`src/rtl/loss_head_if.sv`:
```
// Handshake bundle between loss_head and its controller / the last down3 layer.
interface loss_head_if #(
   parameter int N = 9
);
   localparam int EW = $clog2(N + 1);

   logic          start;
   logic [N-1:0]  target;
   logic [N-1:0]  fout;
   logic          fd_prop_done;
   logic          bk_prop_done;
   logic          fd_prop;
   logic          bk_prop;
   logic [N-1:0]  bin;
   logic [N-1:0]  decision;
   logic [EW-1:0] err_count;
   logic          busy;
   logic          done;
   logic          timeout;

   modport master (
      output start, target, fout, fd_prop_done, bk_prop_done,
      input  fd_prop, bk_prop, bin, decision, err_count, busy, done, timeout
   );

   modport slave (
      input  start, target, fout, fd_prop_done, bk_prop_done,
      output fd_prop, bk_prop, bin, decision, err_count, busy, done, timeout
   );
endinterface

```
`src/rtl/loss_head.sv`:
```
// Loss stage behind the last down3 layer: samples the forward pass SAMPLES times,
// majority-votes each bit, compares with a latched target and starts backprop.
module loss_head #(
   parameter int N       = 9,
   parameter int SAMPLES = 16,
   parameter int TIMEOUT = 64
) (
   input  logic       clk_in,
   input  logic       rst_in,
   loss_head_if.slave bus
);
   localparam int CW = $clog2(SAMPLES + 1);
   localparam int EW = $clog2(N + 1);
   localparam int WW = $clog2(TIMEOUT + 1);
   localparam logic [CW:0]   SAMP_CMP = (CW + 1)'(SAMPLES);
   localparam logic [CW-1:0] LAST_SMP = CW'(SAMPLES - 1);
   localparam logic [WW-1:0] WD_LAST  = WW'(TIMEOUT - 1);

   typedef enum logic [2:0] {
      IDLE      = 3'd0,
      FWD_ISSUE = 3'd1,
      FWD_WAIT  = 3'd2,
      VOTE      = 3'd3,
      BK_ISSUE  = 3'd4,
      BK_WAIT   = 3'd5,
      FINISH    = 3'd6
   } state_t;

   state_t        state_q;
   logic [N-1:0]  target_q;
   logic [CW-1:0] cnt_q [N];
   logic [CW-1:0] smp_q;
   logic [WW-1:0] wd_q;
   logic          fd_prop_q;
   logic          bk_prop_q;
   logic [N-1:0]  bin_q;
   logic [N-1:0]  decision_q;
   logic [EW-1:0] err_count_q;
   logic          busy_q;
   logic          done_q;
   logic          timeout_q;

   logic [N-1:0]  vote_d;
   logic [N-1:0]  bin_d;
   logic [EW-1:0] err_d;

   function automatic logic [EW-1:0] popcount(input logic [N-1:0] v);
      logic [EW-1:0] c;
      c = '0;
      for (int i = 0; i < N; i++) begin
         c = c + EW'(v[i]);
      end
      return c;
   endfunction

   // Majority vote: a bit wins only with strictly more than half the passes, so ties vote 0.
   always_comb begin
      vote_d = '0;
      for (int i = 0; i < N; i++) begin
         vote_d[i] = ({cnt_q[i], 1'b0} > SAMP_CMP);
      end
      bin_d = vote_d ^ target_q;
      err_d = popcount(bin_d);
   end

   // Train-step sequencer; every output is registered here.
   always_ff @(posedge clk_in) begin
      if (rst_in) begin
         state_q     <= IDLE;
         target_q    <= '0;
         for (int i = 0; i < N; i++) begin
            cnt_q[i] <= '0;
         end
         smp_q       <= '0;
         wd_q        <= '0;
         fd_prop_q   <= 1'b0;
         bk_prop_q   <= 1'b0;
         bin_q       <= '0;
         decision_q  <= '0;
         err_count_q <= '0;
         busy_q      <= 1'b0;
         done_q      <= 1'b0;
         timeout_q   <= 1'b0;
      end else begin
         fd_prop_q <= 1'b0;
         bk_prop_q <= 1'b0;
         done_q    <= 1'b0;
         timeout_q <= 1'b0;
         case (state_q)
            IDLE: begin
               if (bus.start) begin
                  target_q <= bus.target;
                  for (int i = 0; i < N; i++) begin
                     cnt_q[i] <= '0;
                  end
                  smp_q     <= '0;
                  fd_prop_q <= 1'b1;
                  busy_q    <= 1'b1;
                  state_q   <= FWD_ISSUE;
               end else begin
                  busy_q <= 1'b0;
               end
            end
            FWD_ISSUE: begin
               wd_q    <= '0;
               state_q <= FWD_WAIT;
            end
            FWD_WAIT: begin
               if (bus.fd_prop_done) begin
                  for (int i = 0; i < N; i++) begin
                     cnt_q[i] <= cnt_q[i] + CW'(bus.fout[i]);
                  end
                  smp_q <= smp_q + CW'(1);
                  if (smp_q == LAST_SMP) begin
                     state_q <= VOTE;
                  end else begin
                     fd_prop_q <= 1'b1;
                     state_q   <= FWD_ISSUE;
                  end
               end else if (wd_q == WD_LAST) begin
                  timeout_q <= 1'b1;
                  busy_q    <= 1'b0;
                  state_q   <= IDLE;
               end else begin
                  wd_q <= wd_q + WW'(1);
               end
            end
            VOTE: begin
               decision_q  <= vote_d;
               bin_q       <= bin_d;
               err_count_q <= err_d;
               bk_prop_q   <= 1'b1;
               state_q     <= BK_ISSUE;
            end
            BK_ISSUE: begin
               wd_q    <= '0;
               state_q <= BK_WAIT;
            end
            BK_WAIT: begin
               if (bus.bk_prop_done) begin
                  done_q  <= 1'b1;
                  state_q <= FINISH;
               end else if (wd_q == WD_LAST) begin
                  timeout_q <= 1'b1;
                  busy_q    <= 1'b0;
                  state_q   <= IDLE;
               end else begin
                  wd_q <= wd_q + WW'(1);
               end
            end
            FINISH: begin
               busy_q  <= 1'b0;
               state_q <= IDLE;
            end
            default: begin
               busy_q  <= 1'b0;
               state_q <= IDLE;
            end
         endcase
      end
   end

   assign bus.fd_prop   = fd_prop_q;
   assign bus.bk_prop   = bk_prop_q;
   assign bus.bin       = bin_q;
   assign bus.decision  = decision_q;
   assign bus.err_count = err_count_q;
   assign bus.busy      = busy_q;
   assign bus.done      = done_q;
   assign bus.timeout   = timeout_q;
endmodule

```
`src/flat_wrapper.sv`:
```
// flat-port wrapper written by rule: the top's interface ports become plain ports
module loss_head_flat 
#(
   parameter int N       = 9,
   parameter int SAMPLES = 16,
   parameter int TIMEOUT = 64
)
  (clk_in, rst_in, bus_start, bus_target, bus_fout, bus_fd_prop_done, bus_bk_prop_done, bus_fd_prop, bus_bk_prop, bus_bin, bus_decision, bus_err_count, bus_busy, bus_done, bus_timeout);
  loss_head_if #(.N(N)) bus_i ();
  input  logic clk_in;
  input  logic rst_in;
  input wire logic [$bits(bus_i.start)-1:0] bus_start;
  input wire logic [$bits(bus_i.target)-1:0] bus_target;
  input wire logic [$bits(bus_i.fout)-1:0] bus_fout;
  input wire logic [$bits(bus_i.fd_prop_done)-1:0] bus_fd_prop_done;
  input wire logic [$bits(bus_i.bk_prop_done)-1:0] bus_bk_prop_done;
  output wire logic [$bits(bus_i.fd_prop)-1:0] bus_fd_prop;
  output wire logic [$bits(bus_i.bk_prop)-1:0] bus_bk_prop;
  output wire logic [$bits(bus_i.bin)-1:0] bus_bin;
  output wire logic [$bits(bus_i.decision)-1:0] bus_decision;
  output wire logic [$bits(bus_i.err_count)-1:0] bus_err_count;
  output wire logic [$bits(bus_i.busy)-1:0] bus_busy;
  output wire logic [$bits(bus_i.done)-1:0] bus_done;
  output wire logic [$bits(bus_i.timeout)-1:0] bus_timeout;
  assign bus_i.start = bus_start;
  assign bus_i.target = bus_target;
  assign bus_i.fout = bus_fout;
  assign bus_i.fd_prop_done = bus_fd_prop_done;
  assign bus_i.bk_prop_done = bus_bk_prop_done;
  assign bus_fd_prop = bus_i.fd_prop;
  assign bus_bk_prop = bus_i.bk_prop;
  assign bus_bin = bus_i.bin;
  assign bus_decision = bus_i.decision;
  assign bus_err_count = bus_i.err_count;
  assign bus_busy = bus_i.busy;
  assign bus_done = bus_i.done;
  assign bus_timeout = bus_i.timeout;
  loss_head #(.N(N), .SAMPLES(SAMPLES), .TIMEOUT(TIMEOUT)) u_core (.clk_in(clk_in), .rst_in(rst_in), .bus(bus_i));
endmodule
```
`config.mk`:
```
export PLATFORM = sky130hd
export DESIGN_NAME = loss_head_flat
export DESIGN_NICKNAME = d
export VERILOG_FILES = /design/src/rtl/loss_head_if.sv /design/src/rtl/loss_head.sv /design/src/flat_wrapper.sv
export SDC_FILE = /design/constraint.sdc
export NUM_CORES = 1
export LEC_CHECK = 0
export ABC_AREA = 1
export ABC_CLOCK_PERIOD_IN_PS = 4500
export BUFFER_PORTS_ARGS = -buffer_cell sky130_fd_sc_hd__buf_2
export CAP_MARGIN = 20
export CORE_MARGIN = 5
export CORE_UTILIZATION = 30
export DETAILED_ROUTE_END_ITERATION = 16
export GPL_TIMING_DRIVEN = 0
export PLACE_DENSITY = 0.52
export SLEW_MARGIN = 20
export SYNTH_ARGS = -nofsm -noshare
export SYNTH_HDL_FRONTEND = slang
export SYNTH_SLANG_ARGS = --single-unit
```
`constraint.sdc`:
```
create_clock -name clk_in -period 4.5 [get_ports clk_in]
set_input_delay 0.9 -clock clk_in [delete_from_list [all_inputs] [get_ports clk_in]]
set_output_delay 0.9 -clock clk_in [all_outputs]
set_load 0.02 [all_outputs]
```
==> flow_summary_export.csv, run 1 <==
group,metric,value,unit
critical_path,crit_path_frequent_cell,"fa_1",
routing,num_vias,3797,
cts,cts_resized,0,
synthesis,synthesis.nets,626,
cts,clkSinkCount,96,
die,pin_count,50,
cts,clk_latency,350,ps
die,initial_core_util,30.3,%
layout,n_fill_cell,1706,
layout,diodes,0,
sta,fin_crit_sh,87.8,%
job,drv_cap,0,
synthesis,syn_inst,571,
synthesis,synth-compound-area-share,12.1,%
grt,gr-total-overflow,0,
synthesis,yosysSeqAreaShare,47.8,%
cts,post_cts.repair.setup_buffers,0,
critical_path,worstSetupPathType,"reg -> reg",
layout,multi_input_area,0.00213,sq mm
power_and_ir_drop,power_density,399,mW/mm^2
sta,timing.hold.ws,460,ps
cts,numCtsBuffers,9,
placement,place_ws,553,ps
die,dieArea,0.0192,sq mm
grt,grt_pass1_wl,18200,microns
synthesis,synth_mux_area_share,0,%
synthesis,ys_seq_elements,96,
cts,clk_pin_slew_worst_paths,70,ps
power_and_ir_drop,p_leak,0.00262,uW
layout,drive_gt1_share,17.5,%
grt,track_usage,11.8,%
critical_path,arrival,4190,ps
routing,drc,0,
die,die_y,139,microns
placement,portBuffers,49,
cts,cts-htree-levels,3,
cts,cts_tree,"done",
synthesis,syn_avg_cell_area,8.70,sq um
sta,skew,7.51,ps
critical_path,slowest_stage,"fa_1",
power_and_ir_drop,peakVddDrop,199,uV
critical_path,cp.required,4740,ps
layout,layout_commonest_cell,"nor2_1",
critical_path,path_cells,"o21ai_0 > nand2_1 > xor2_1 > inv_1 > ha_1 > inv_1 > fa_1 > fa_1 > inv_1 > fa_1 > ha_1 > fa_1 > xnor2_1 > a21oi_1",
synthesis,synth_xor_area_share,3.17,%
synthesis,synthAdderAreaFrac,8.82,%
synthesis,synthSimpleGateAreaFrac,18.7,%
synthesis,synth_warnings,0,
routing,wirelength,11100,microns
routing,postRouteAntennaNets,0,
layout,area_growth_syn_to_layout,17.0,%
sta,fmax,253,MHz
cts,cts_root_buf,"clkbuf_16",
grt,grt_pass1_vias,3627,
routing,drtPass1Iterations,4,
cts,clock_path_buffers,2,
synthesis,ys_types,36,
sta,setup_ws,550,ps
grt,grt_max_degree,49,
min_path,min-delay-path-class,"reg -> reg",
synthesis,synth_top_family_by_area,"simple AND/OR/NAND/NOR gates",
routing,via_per_inst,4.44,
synthesis,syn_area,0.00497,sq mm
synthesis,synth_ff_type,"dfxtp_1",
layout,layout_common_cells,"nor2_1 (94), inv_1 (90), nand2_1 (66)",
die,core_area,0.0164,sq mm
critical_path,max_stage_delay,540,ps
die,core.rowCount,47,
sta,hold_violations,0,
placement,gp_congestion,0.854,
layout,ff_latch_area,0.00237,sq mm
sta,fin_setup_tns,0,ps
die,die_w,139,microns
critical_path,crit_fanout,3,
critical_path,cp-start-kind,"flop",
status,outcome,"finished clean",
cts,cts_hold_buf,0,
routing,avgRoutedWirePerCell,12.9,microns
sta,fin_crit,3950,ps
layout,final_nets,686,
sta,setup_viol,0,
sta,slew_headroom,52.8,%
synthesis,synth-edff-count,45,
sta,rsz0062_at_grt,"no",
grt,antenna_found_initial,0,
sta,max_slew.worst_pin.slew,709,ps
synthesis,synthArstFlopShare,0,%
placement,dp_hpwl,8220,microns
critical_path,end_kind,"flop",
sta,slew_violations,0,
routing,drt_iter0_drc,198,
## power breakdown
part / internal, uW / total [uW] / switching [uW]
Clock: 482 / 821 / 339
Sequential: 979 / 1020 / 40.2
Combinational: 183 / 480 / 297
## kinds of logic after synthesis
kind of cell | Yosys count
buffers and inverters | 111
and+or+nand+nor | 213
xor gates and xnor gates | 18
adders and majority gates | 32
AOI/OAI and AO/OA | 101
DFF | 96
## worst paths after layout
check	from	to	slack [ps]	depth (start not counted)
setup / recovery	u_core.cnt_q[0][6]$_SDFFCE_PN0P_	u_core.bus.err_count[2]$_SDFFE_PP0P_	550	14
hold reg to reg	u_core.target_q[2]$_SDFFE_PP0P_	u_core.target_q[2]$_SDFFE_PP0P_	460	2
setup reg to reg	u_core.cnt_q[0][6]$_SDFFCE_PN0P_	u_core.bus.err_count[2]$_SDFFE_PP0P_	550	14
hold / removal	u_core.target_q[2]$_SDFFE_PP0P_	u_core.target_q[2]$_SDFFE_PP0P_	460	2
## state kept, by name (all words and copies together) (netlist names)
register and flops:
u_core.bus.bin 9, u_core.bus.bk_prop 1, u_core.bus.busy 1, u_core.bus.decision 9, u_core.bus.done 1, u_core.bus.err_count 4
u_core.bus.fd_prop 1, u_core.bus.timeout 1, u_core.cnt_q 45, u_core.smp_q 5, u_core.state_q 3, u_core.target_q 9
u_core.wd_q 7
## layout make-up
class	instances	share of cell area, %
plain buffers	16	1.96
clock buffers	9	3.88
clock inverters	7	1.49
inverters	95	6.18
multi-input cells	364	36.7
flip-flops and latches	96	40.8
well taps	220	4.74
repair buffers	49	4.22
## worst max-delay path: cells and delay by family, from the launching register on
family                   cells  cell delay (ps)
flip-flops                   1              410
XOR/XNOR                     2              480
AND/OR/NAND/NOR              1              120
adder cells (fa/ha/maj)      6             2360
AO/OA/AOI/OAI                2              270
buffers and inverters        3              180
## synthesized netlist by cell type (2+ instances only)
cell / number / share of area [%]
a31oi_1: 4 / 0.50
o21ai_0: 38 / 3.8
nand2_1: 66 / 5.0
nand3_1: 33 / 3.3
edfxtp_1: 45 / 27
a21oi_1: 35 / 3.5
o21ai_2: 9 / 1.6
nand4_1: 4 / 0.50
clkbuf_1: 5 / 0.38
nor2_1: 94 / 7.1
nand3_2: 2 / 0.40
xor2_1: 12 / 2.1
ha_1: 27 / 6.8
xnor2_1: 6 / 1.1
fa_1: 5 / 2.0
dfxtp_1: 51 / 21
a21oi_2: 10 / 1.8
buf_2: 3 / 0.30
buf_6: 6 / 1.4
nand2_2: 2 / 0.25
nor3_2: 3 / 0.60
inv_1: 90 / 6.8
inv_2: 4 / 0.30
nor3_1: 5 / 0.50
## metal layers
metal  share of wire (%)  track usage, %  vias to the layer above
met5                   0               0                        -
met4                 1.1            3.04                        0
met3                 4.2            3.62                       11
met2                  47            19.7                       69
met1                  47            15.0                     1741
li1                    -               -                     1976
## stage by stage
stage,utilization (%),area [sq um],std cells,power [uW]
2_1_floorplan,-,4970,571,1400
3_3_place_gp,33.4,5490,840,1510
3_5_place_dp,33.5,5500,840,1530
4_1_cts,35.4,5810,856,2360
5_1_grt,35.4,5810,856,2460
6_report,35.4,5810,856,2320
No activity file was read; power rests on OpenSTA's default activity.
==> inputs of run 2 (changes only) <==
- CORE_MARGIN: 5 -> unset
- PLACE_DENSITY: 0.52 -> 0.46
==> run 2 against run 1 <==
  * Cell count down 0.35%
  * Sequential share of layout area down 0.053 points
  * Power down 0.83%
  * Setup slack better by 23 ps
  * Die area down 11%
  * Register-to-register slack better by 20 ps
  * Hold slack better by 4.9 ps
  * Combinational power up 2%
  * Sequential cell count unchanged
  * Via count down 1.7%
==> flow_summary_export.csv, run 2 (same netlist as run 1, synthesis figures left out) <==
group,metric,value,unit
grt,antenna_found_initial,0,
layout,finalInstanceArea,0.00582,sq mm
die,die_w,131,microns
grt,grt_max_degree,39,
critical_path,r2r_slack,570,ps
die,initial_core_util,31.0,%
min_path,hold_path_end,"u_core.target_q[2]$_SDFFE_PP0P_",
cts,cts_hold_buf,0,
critical_path,cp.required,4740,ps
critical_path,crit_path_frequent_cell,"fa_1",
layout,fin_util,36.4,%
grt,track_usage,14.3,%
power_and_ir_drop,power_density,395,mW/mm^2
cts,cts_tree,"done",
sta,rsz0062_at_grt,"no",
sta,fin_setup_tns,0,ps
sta,slew_violations,0,
cts,clkSinkCount,96,
sta,hold_violations,0,
layout,drive_gt1_share,17.3,%
job,drv_cap,0,
status,outcome,"finished clean",
critical_path,arrival,4170,ps
cts,cts-htree-levels,3,
layout,layout_commonest_cell,"nor2_1",
power_and_ir_drop,p_leak,0.00263,uW
sta,fin_crit,3930,ps
placement,gp_congestion,0.772,
routing,drtPass1Iterations,4,
min_path,hp-start,"u_core.target_q[2]$_SDFFE_PP0P_",
min_path,min-delay-path-class,"reg -> reg",
die,dieArea,0.0171,sq mm
cts,clock_path_buffers,2,
cts,post_cts.repair.setup_buffers,0,
critical_path,cp_top_family,"adder cells",
critical_path,max_stage_delay,540,ps
critical_path,end_kind,"flop",
routing,wirelength,11100,microns
placement,dpl_cell_area,0.00552,sq mm
placement,dp_hpwl,8070,microns
routing,via_per_inst,4.37,
power_and_ir_drop,total_power,2300,uW
die,pin_count,50,
critical_path,path_buf_inv,3,
cts,cts_root_buf,"clkbuf_16",
sta,max_slew.worst_pin.slew,543,ps
grt,grt_pass1_vias,3573,
cts,clk_latency,360,ps
layout,multi_input_area,0.00213,sq mm
sta,slew_headroom,63.8,%
layout,final_nets,687,
layout,diodes,0,
sta,fmax,255,MHz
routing,drc,0,
critical_path,crit_fanout,3,
layout,layout_common_cells,"nor2_1 (94), inv_1 (90), nand2_1 (66)",
critical_path,worstReg2RegStart,"u_core.cnt_q[0][6]$_SDFFCE_PN0P_",
routing,num_vias,3731,
layout,largest_reg_flops,45,
layout,ff_latch_area,0.00237,sq mm
die,core_area,0.0160,sq mm
critical_path,cp-start-kind,"flop",
sta,fin_crit_sh,87.3,%
layout,top_register,"u_core.cnt_q",
routing,postRouteAntennaNets,0,
sta,skew,8.28,ps
critical_path,r2r_cells,14,
cts,clk_pin_slew_worst_paths,70,ps
critical_path,path_cells,"o21ai_0 > nand2_1 > xor2_1 > inv_1 > ha_1 > inv_1 > fa_1 > fa_1 > inv_1 > fa_1 > ha_1 > fa_1 > xnor2_1 > a21oi_1",
min_path,whs_path_depth,2,
layout,area_growth_syn_to_layout,17.2,%
critical_path,r2r-end,"u_core.bus.err_count[2]$_SDFFE_PP0P_",
power_and_ir_drop,peakVddDrop,206,uV
critical_path,worstSetupPathType,"reg -> reg",
grt,gr-total-overflow,0,
routing,avgRoutedWirePerCell,13.0,microns
sta,setup_viol,0,
grt,grt_pass1_wl,18200,microns
critical_path,slowest_stage,"fa_1",
die,core.rowCount,46,
cts,numCtsBuffers,9,
layout,n_fill_cell,1681,
placement,portBuffers,49,
die,die_y,131,microns
cts,cts_resized,0,
routing,drt_iter0_drc,201,
-- run 2: cell count changes in the layout (fill, tap and decap cells not counted), sizes merged --
cell	delta
buf	+1
clkinvlp	-1
clkbuf	+5
bufinv	-2
clkinv	-2
-- run 2: worst max path at each step --
stage,from,end,slack [ps],cells after the start
floorplan,u_core.cnt_q[0][2]$_SDFFCE_PN0P_,u_core.bus.err_count[2]$_SDFFE_PP0P_,890,14
finish,u_core.cnt_q[0][6]$_SDFFCE_PN0P_,u_core.bus.err_count[2]$_SDFFE_PP0P_,570,14
detailed placement,u_core.cnt_q[0][6]$_SDFFCE_PN0P_,u_core.bus.err_count[2]$_SDFFE_PP0P_,520,14
global placement,rst_in,u_core.cnt_q[0][30]$_SDFFCE_PN0P_,90,4
global route,u_core.cnt_q[0][6]$_SDFFCE_PN0P_,u_core.bus.err_count[2]$_SDFFE_PP0P_,300,14
CTS,u_core.cnt_q[0][6]$_SDFFCE_PN0P_,u_core.bus.err_count[2]$_SDFFE_PP0P_,510,14
-- run 2: worst reg2reg max path, cell delays in order, from the launching register on --
cell and delay, ps:
edfxtp_1 410, o21ai_0 190, nand2_1 120, xor2_1 260, inv_1 80, ha_1 270
inv_1 50, fa_1 510, fa_1 540, inv_1 50, fa_1 450, ha_1 220
fa_1 380, xnor2_1 190, a21oi_1 80
-- run 2: layer usage --
layer | up-vias | routed length [microns] | GRT usage [%]
li1 | 1975 | - | -
met2 | 63 | 5170 | 23.5
met3 | 12 | 480 | 3.91
met5 | - | 0 | 0
met1 | 1681 | 5260 | 17.7
met4 | 0 | 180 | 5.68
-- run 2: report_power, final --
group	switching [uW]	internal (uW)
combinational	300	189
clock	338	455
sequential	40.4	978
total	679	1620
-- run 2: metrics by stage --
step / setup WS, ps / hold slack [ps] / cells
CTS: 513 / 461 / 853
detailed placement: 518 / 451 / 837
floorplan: 894 / 436 / 571
finish: 572 / 465 / 853
global route: 305 / 492 / 853
global placement: 91.0 / 446 / 836
-- run 2: area by class of cell --
cell class	count	share of cell area, %
Inverter	95	6.17
Clock buffer	14	5.10
Buffer	16	1.96
Sequential cell	96	40.8
Timing Repair Buffer	50	4.56
Tap cell	216	4.64
Multi-Input combinational cell	364	36.7
Clock inverter	2	0.129
==> inputs of run 3 (changes only) <==
- ABC_AREA: 1 -> 0
- GPL_TIMING_DRIVEN: 0 -> unset
==> run 3 against run 2 <==
  * Via count is 10% lower
  * Sequential share of layout area is 2.1 points higher
  * Maximum frequency is 3.5% lower
  * Clock skew is 2.1 ps lower
  * Non-clock buffer count is 5 lower
  * Clock power is 5.4% lower
  * Setup slack worse by 140 ps
  * Critical path type unchanged
  * Largest cell class unchanged
==> flow_summary_export.csv, run 3 <==
group,metric,value,unit
synthesis,yosysSeqAreaShare,50.2,%
synthesis,synthTopCellsByCount,"dfxtp_1 (51), nor2_1 (51), edfxtp_1 (45), nand3_1 (32), a21oi_1 (30)",
die,dieArea,0.0163,sq mm
critical_path,arrival,4330,ps
sta,hold_violations,0,
critical_path,end_kind,"flop",
synthesis,ys_seq_elements,96,
synthesis,syn_avg_cell_area,10.5,sq um
sta,setup_viol,0,
routing,via_per_inst,4.67,
sta,timing.hold.ws,452,ps
layout,final_nets,557,
synthesis,yosysTopAreaCell,"edfxtp_1",
routing,drtPass1Iterations,4,
cts,numCtsBuffers,9,
power_and_ir_drop,p_sw,595,uW
power_and_ir_drop,peakVddDrop,167,uV
grt,track_usage,13.1,%
sta,slew_headroom,57.5,%
placement,gp_congestion,0.742,
critical_path,path_buf_inv,2,
synthesis,synthesis.nets,507,
cts,cts_hold_buf,0,
cts,cts_root_buf,"clkbuf_16",
routing,postRouteAntennaNets,0,
routing,drc,0,
sta,fin_crit_sh,90.4,%
power_and_ir_drop,intPower,1570,uW
sta,slew_violations,0,
synthesis,syn_area,0.00473,sq mm
layout,finalInstanceArea,0.00553,sq mm
die,die_y,128,microns
power_and_ir_drop,total_power,2170,uW
die,core_area,0.0153,sq mm
grt,gr-total-overflow,0,
synthesis,synthArstFlopShare,0,%
die,pin_count,50,
synthesis,syn_inst,452,
cts,clkSinkCount,96,
critical_path,worstSetupPathType,"reg -> reg",
sta,rsz0062_at_grt,"no",
die,core.rowCount,45,
critical_path,path_cells,"or3_1 > a21oi_1 > xnor2_1 > ha_1 > inv_1 > fa_1 > fa_1 > inv_1 > fa_1 > ha_1 > fa_1 > xnor2_1 > a211oi_1",
power_and_ir_drop,swShare,27.4,%
critical_path,cp_top_family,"adder cells",
sta,fmax,246,MHz
critical_path,slowest_stage,"fa_1",
cts,cts_tree,"done",
power_and_ir_drop,p_seq_share,47.2,%
cts,cts_resized,0,
layout,diodes,0,
grt,grt_pass1_vias,3177,
cts,post_cts.repair.setup_buffers,0,
routing,avgRoutedWirePerCell,14.0,microns
critical_path,max_stage_delay,550,ps
synthesis,synth_ff_type,"dfxtp_1",
job,drv_cap,0,
grt,antenna_found_initial,0,
layout,drive_gt1_share,16.0,%
routing,num_vias,3352,
placement,portBuffers,49,
power_and_ir_drop,power_density,392,mW/mm^2
layout,area_growth_syn_to_layout,17.1,%
synthesis,netlist.area_leader.share,28.6,%
cts,clk_pin_slew_worst_paths,70,ps
power_and_ir_drop,p_clk_share,34.6,%
cts,clk_latency,350,ps
status,outcome,"finished clean",
routing,wirelength,10000,microns
synthesis,synth.area.top_cells,"edfxtp_1 (29%), dfxtp_1 (22%), ha_1 (7.1%)",
sta,fin_setup_tns,0,ps
die,initial_core_util,30.9,%
synthesis,synth_warnings,0,
die,die_w,128,microns
power_and_ir_drop,combPwrFrac,18.2,%
critical_path,cp-start-kind,"flop",
layout,layout_common_cells,"nor2_1 (51), dfxtp_1 (51), buf_2 (49)",
sta,fin_crit,4070,ps
synthesis,synth-edff-count,45,
grt,grt_max_degree,64,
sta,skew,6.21,ps
critical_path,crit_path_frequent_cell,"fa_1",
min_path,min-delay-path-class,"reg -> reg",
cts,cts-htree-levels,3,
placement,dpl_cell_area,0.00524,sq mm
power_and_ir_drop,p_leak,0.00217,uW
critical_path,crit_fanout,3,
synthesis,ys_types,43,
critical_path,cp.required,4760,ps
placement,dp_hpwl,6750,microns
layout,largest_reg_flops,45,
grt,grt_pass1_wl,16300,microns
layout,top_register,"u_core.cnt_q",
cts,clock_path_buffers,2,
routing,drt_iter0_drc,206,
sta,max_slew.worst_pin.slew,638,ps
run 3: changes by cell type after synthesis, sizes merged, moves of 15 or more:
cell / before / now
a21oi: 45 / 30
and2: 0 / 20
inv: 95 / 7
nand2: 69 / 27
nor2: 97 / 51
o21ai: 47 / 4
run 3: path summary, 6_finish.rpt:
kind         depth (start not counted)                              endpoint  slack (ps)                                 start
max reg2reg                         13  u_core.bus.err_count[2]$_SDFFE_PP0P_         430      u_core.cnt_q[0][1]$_SDFFCE_PN0P_
max                                 13  u_core.bus.err_count[2]$_SDFFE_PP0P_         430      u_core.cnt_q[0][1]$_SDFFCE_PN0P_
min reg2reg                          2  u_core.bus.err_count[0]$_SDFFE_PP0P_         450  u_core.bus.err_count[0]$_SDFFE_PP0P_
min                                  2  u_core.bus.err_count[0]$_SDFFE_PP0P_         450  u_core.bus.err_count[0]$_SDFFE_PP0P_
run 3: cell families (layout without fill, tap and decap cells):
logic type,count (synthesis),in the layout,synth area share (%)
AND/OR/NAND/NOR,195,195,22.6
adder cells (fa/ha/maj),32,32,9.27
AO/OA/AOI/OAI,56,56,7.33
multiplexers,2,2,0.424
XOR/XNOR,42,42,7.78
buffers and inverters,29,84,2.38
flip-flops,96,96,50.2
run 3: stage by stage:
stage | worst slack, ps | utilization (%) | cells
finish | 432 | 36.1 | 718
global route | 190 | 36.1 | 718
CTS | 381 | 36.1 | 718
detailed placement | 418 | 34.2 | 702
global placement | 475 | 34.2 | 702
floorplan | 567 | - | 452
run 3: area by class of cell:
| type | count | area (sq um) |
|---|---|---|
| clock inverter | 2 | 13.8 |
| multi-input combinational | 327 | 2250 |
| fill | 1594 | 9780 |
| timing repair buffer | 61 | 335 |
| tap | 211 | 264 |
| clock buffer | 14 | 275 |
| inverter | 7 | 26.3 |
| sequential | 96 | 2370 |
run 3: power groups by stage:
stage | sequential (uW) | clock [uW] | combinational [uW]
after detailed placement | 1040 | 0 | 401
final | 1020 | 750 | 395
after CTS | 1020 | 786 | 405
after floorplan | 1030 | 0 | 290
after global placement | 1040 | 0 | 401
after global routing | 1030 | 814 | 452
run 3: per-layer routing:
metal | GRT usage [%] | vias to the layer above | part of all wire [%]
li1 | - | 1722 | -
met1 | 18.4 | 1566 | 52
met2 | 18.8 | 50 | 43
met3 | 2.93 | 14 | 3.4
met4 | 6.72 | 0 | 1.9
met5 | 0 | - | 0
run 3: worst min-delay path: stages (launching register included):
cell	delay, ps
dfxtp_1	310
nand2_1	50
a21oi_1	50
